[config.mk]
export PLATFORM = sky130hd
export DESIGN_NAME = hs32_alu_wb
export DESIGN_NICKNAME = d
export VERILOG_FILES = /design/src/rtl/hs32_alu_wb.sv
export SDC_FILE = /design/constraint.sdc
export NUM_CORES = 1
export LEC_CHECK = 0
export CAP_MARGIN = 0
export CORE_MARGIN = 2
export CORE_UTILIZATION = 42
export CTS_CLUSTER_DIAMETER = 30
export CTS_CLUSTER_SIZE = 12
export DETAILED_ROUTE_END_ITERATION = 8
export PLACE_DENSITY = 0.78
export SYNTH_ARGS = -nofsm -noshare
export SYNTH_HDL_FRONTEND = slang
export SYNTH_SLANG_ARGS = --single-unit
[constraint.sdc]
create_clock -name clk -period 2.4 [get_ports clk]
set_input_delay 0.48 -clock clk [delete_from_list [all_inputs] [get_ports clk]]
set_output_delay 0.48 -clock clk [all_outputs]
set_load 0.02 [all_outputs]
[src/rtl/hs32_alu_wb.sv]
// hs32_alu_wb: HS32 ALU writeback stage.
// Holds the architectural NZCV register, buffers register writes in order
// ahead of the register-file port, and reports read-after-write hazards.
// Optional feature macro: HS32_WB_FWD_EN (forward the youngest matching
// buffered value instead of stalling decode).
module hs32_alu_wb #(
  parameter int DEPTH = 2
) (
  input  logic        clk,
  input  logic        reset,
  input  logic        i_valid,
  output logic        o_ready,
  input  logic [31:0] i_res,
  input  logic [3:0]  i_fl,
  input  logic [3:0]  i_rd,
  input  logic        i_wr_rd,
  input  logic        i_wr_fl,
  output logic [3:0]  o_fl,
  output logic        o_we,
  output logic [3:0]  o_waddr,
  output logic [31:0] o_wdata,
  input  logic        i_rf_ready,
  input  logic [3:0]  i_hz_rd,
  output logic        o_hazard,
  output logic        o_fwd_hit,
  output logic [31:0] o_fwd_data
);
  localparam int PW = (DEPTH > 1) ? $clog2(DEPTH) : 1;
  localparam int CW = PW + 1;

  typedef struct packed {
    logic [3:0]  rd;
    logic [31:0] data;
  } wb_ent_t;

  wb_ent_t [DEPTH-1:0] buf_q, buf_d;
  logic [PW-1:0]       head_q, head_d, tail_q, tail_d;
  logic [CW-1:0]       count_q, count_d;
  logic [3:0]          fl_q, fl_d;
  logic                accept, enq, deq;

  assign o_ready = (count_q < CW'(DEPTH));
  assign o_we    = (count_q != '0);
  assign o_waddr = buf_q[head_q].rd;
  assign o_wdata = buf_q[head_q].data;
  assign o_fl    = fl_q;

  // Next-state: enqueue at tail, dequeue at head, flags taken at accept time.
  always_comb begin
    accept  = i_valid && o_ready;
    enq     = accept && i_wr_rd;
    deq     = o_we && i_rf_ready;
    buf_d   = buf_q;
    head_d  = head_q;
    tail_d  = tail_q;
    fl_d    = fl_q;
    if (enq) begin
      buf_d[tail_q] = '{rd: i_rd, data: i_res};
      tail_d        = tail_q + 1'b1;
    end
    if (deq) head_d = head_q + 1'b1;
    if (accept && i_wr_fl) fl_d = i_fl;
    count_d = count_q + CW'(enq) - CW'(deq);
  end

  // State registers; reset discards any pending writes.
  always_ff @(posedge clk or posedge reset) begin
    if (reset) begin
      buf_q   <= '0;
      head_q  <= '0;
      tail_q  <= '0;
      count_q <= '0;
      fl_q    <= '0;
    end else begin
      buf_q   <= buf_d;
      head_q  <= head_d;
      tail_q  <= tail_d;
      count_q <= count_d;
      fl_q    <= fl_d;
    end
  end

`ifdef HS32_WB_FWD_EN
  logic        match;
  logic [31:0] fwd_data;
  logic [PW-1:0] idx;

  // Scan valid entries oldest to youngest; the last hit is the youngest.
  always_comb begin
    match    = 1'b0;
    fwd_data = '0;
    idx      = '0;
    for (int i = 0; i < DEPTH; i++) begin
      idx = head_q + PW'(i);
      if ((CW'(i) < count_q) && (buf_q[idx].rd == i_hz_rd)) begin
        match    = 1'b1;
        fwd_data = buf_q[idx].data;
      end
    end
  end

  assign o_fwd_hit  = match;
  assign o_fwd_data = fwd_data;
  assign o_hazard   = 1'b0;
`else
  logic          match;
  logic [PW-1:0] idx;

  // Any valid entry targeting the read register stalls decode.
  always_comb begin
    match = 1'b0;
    idx   = '0;
    for (int i = 0; i < DEPTH; i++) begin
      idx = head_q + PW'(i);
      if ((CW'(i) < count_q) && (buf_q[idx].rd == i_hz_rd)) match = 1'b1;
    end
  end

  assign o_fwd_hit  = 1'b0;
  assign o_fwd_data = '0;
  assign o_hazard   = match;
`endif

endmodule

==> out/qor.csv, run 1 <==
metric,value,unit
Synth area leaders,"dfrtp_1 (52%), mux2_2 (31%), buf_4 (6.4%)",
Post-Route WL,7130,um
fin area,5040,um2
sequential share of the synthesized area,51.5,%
Hold Fails Final Rpt,0,
first-pass GRT wire length,12300,um
Ys Warns,0,
"EDFF count, synth",0,
Mapped Area,3880,um2
core box area,9110,um2
RSZ-0062 raised after global routing,false,
area delta synth->final,29.7,%
Initial DRC Count,44,
vias,2358,
FP Rows,35,
startpoint types,flip-flop,
final core occ,55.3,%
Die ar.,10000,um2
dpl ws,-0.113,ns
Tcrit/Tclk final,95.4,%
Routed WL per cell,14.6,um
Worst R2R Path Depth,3,
placed instance count,470,
Synth area leader,dfrtp_1,
status,"complete, no violations",
insertion delay to the later sink of the worst-skew pair,0.33,ns
CTS tree,built,
"Remaining Overflow, GRT",0,
CTS root buf,clkbuf_8,
hold_ws,0.488,ns
crit end category,primary output,
Final #Nets,423,
Hold Path Depth,1,
Netlist cell types,23,
global routing's busiest layer,met2,
fill count,789,
drt pass-1 iters,4,
vias in the first global route,2486,
Post-synth ARST share,100,%
RD Place Congestion,0.732,
vias per std cell,4.83,
Die H,100,um
post-synthesis register bit count,80,
worst clock skew,0.00597,ns
detailed-placement wirelength estimate,4980,um
antenna-violating nets left,0,
total power,6.97,mW
FMAX,437,MHz
Leak,2.27,nW
CTS buffer count,9,
fin cells,488,
total of max-cap violations,0,
relative slew slack,63.4,%
"top cells by count, synth","mux2_2 (108), dfrtp_1 (80), buf_4 (33)",
WP data required,1.92,ns
post-synth top area share,51.5,%
setup TNS,0,ns
I/O pin total,126,
Crit path largest cell delay,0.39,ns
port buffer count,92,
crit path time final,2.29,ns
met3 Use GR,6.13,%
slowest CP cell,dfrtp_2,
dpl cell area,4810,um2
CTS Buffer Depth,2,
crit path DAT,1.81,ns
Die W,100,um
main flop type after synthesis,dfrtp_1,
syn_area_per_cell,14.2,um2
slew at the pin closest to its max-slew limit,0.549,ns
final slew viol count,0,
"Clk pin slew, worst setup/hold paths",0.08,ns
Hold Path Class,reg -> reg,
Post-Synthesis Cells,273,
Starting Density,42.7,%
largest net degree at the start of global routing,37,
Num Clock Sinks,80,
count of endpoints failing setup in the final report,0,
P per Cell Area,1380,nW/um2
DRC,0,
Max VDD drop,0.000840,V
worst setup margin,0.110,ns
met1 Track Usage GR,21.1,%
proportion of layout cells with a drive suffix above 1,36.9,%
met2 GRT Util,24.1,%
Antenna Diode Count,0,
GRT Resource Usage Total,15.5,%
path type of the worst setup path,reg -> out,
crit path cell chain,buf_4 > mux2_2 > xnor2_1 > nand3_1 > o22ai_1 > buf_2,
cell with the most instances after synthesis,mux2_2,
# H-tree levels,3,
worst-path fanout max,5,
initial antenna violation count,0,
critical path, delay by kind of cell (launching register included):
kind,cells,cell delay (ns)
and+or+nand+nor,1,0.09
muxes,1,0.37
xor gates and xnor gates,1,0.15
buffers and inverters,2,0.33
DFF,1,0.39
AOI/OAI and AO/OA,1,0.12
state kept, by name, summed over array words and instances, names as in the netlist:
name and flops:
buf_q 72, count_q 2, head_q 1, o_fl 4
tail_q 1
what timing repair did:
item | 4_1_cts | 5_1_grt
gates resized for setup | 34 | 5
endpoints found under the setup margin | 33 | 5
hold buffers | 0 | 0
setup buffers | 2 | 0
placed cells by master (no fill, tap or decap), drive strengths merged, types with 6 or more instances in the layout:
| master | n |
|---|---|
| buf | 9 |
| dfrtp | 80 |
| conb | 33 |
| dlygate4sd2 | 27 |
| clkbuf | 10 |
| mux2 | 112 |
| clkdlybuf4s50 | 59 |
| xor2 | 6 |
| nand2 | 8 |
logic make-up (layout without fill, tap and decap cells):
family	Yosys count	count (layout)	synth area share [%]
other cells	1	33	0.0965
compound gates	3	3	0.515
simple gates	15	15	2.45
buf+inv	46	118	9.11
xor+xnor	11	11	2.48
mux	116	116	33.5
flops	80	80	51.5
fa+ha+maj	1	1	0.322
final timing paths:
kind                            slack (ns)    endpoint  startpoint
worst max-delay path                  0.11    o_hazard      head_q
worst min-delay path                  0.49   buf_q[14]   buf_q[14]
worst max register to register        0.84   buf_q[53]  count_q[1]
worst min register to register        0.49   buf_q[14]   buf_q[14]
max in group asynchronous             1.35  count_q[1]       reset
min in group asynchronous             0.53   buf_q[14]       reset
power by group:
group	leakage, nW	internal [mW]	switching [mW]
Clock	0.103	0.592	0.495
Sequential	0.953	2.03	0.356
Combinational	1.22	1.87	1.63
metal layers:
layer	vias up	wire (um)	share of wire, %
li1	1078	-	-
met1	1182	3210	45
met2	95	3290	46
met3	3	604	8.5
met4	0	25	0.35
met5	-	0	0
area by class of cell:
| cell class | instances | area (um2) | share of cell area, % |
|---|---|---|---|
| Inverter | 2 | 11.3 | 0.223 |
| Timing Repair Buffer | 100 | 1020 | 20.2 |
| Sequential cell | 80 | 2000 | 39.7 |
| Clock inverter | 6 | 92.6 | 1.84 |
| Clock buffer | 10 | 128 | 2.53 |
| Tap cell | 111 | 139 | 2.76 |
| Multi-Input combinational cell | 179 | 1650 | 32.7 |
Power figures use the tool's default switching activity.
==> inputs of run 2 (changes only) <==
Settings changed: ABC_CLOCK_PERIOD_IN_PS set to 2400.
==> results of run 2 <==
Same layout as run 1: the final DEF is identical, and so are final timing and power.
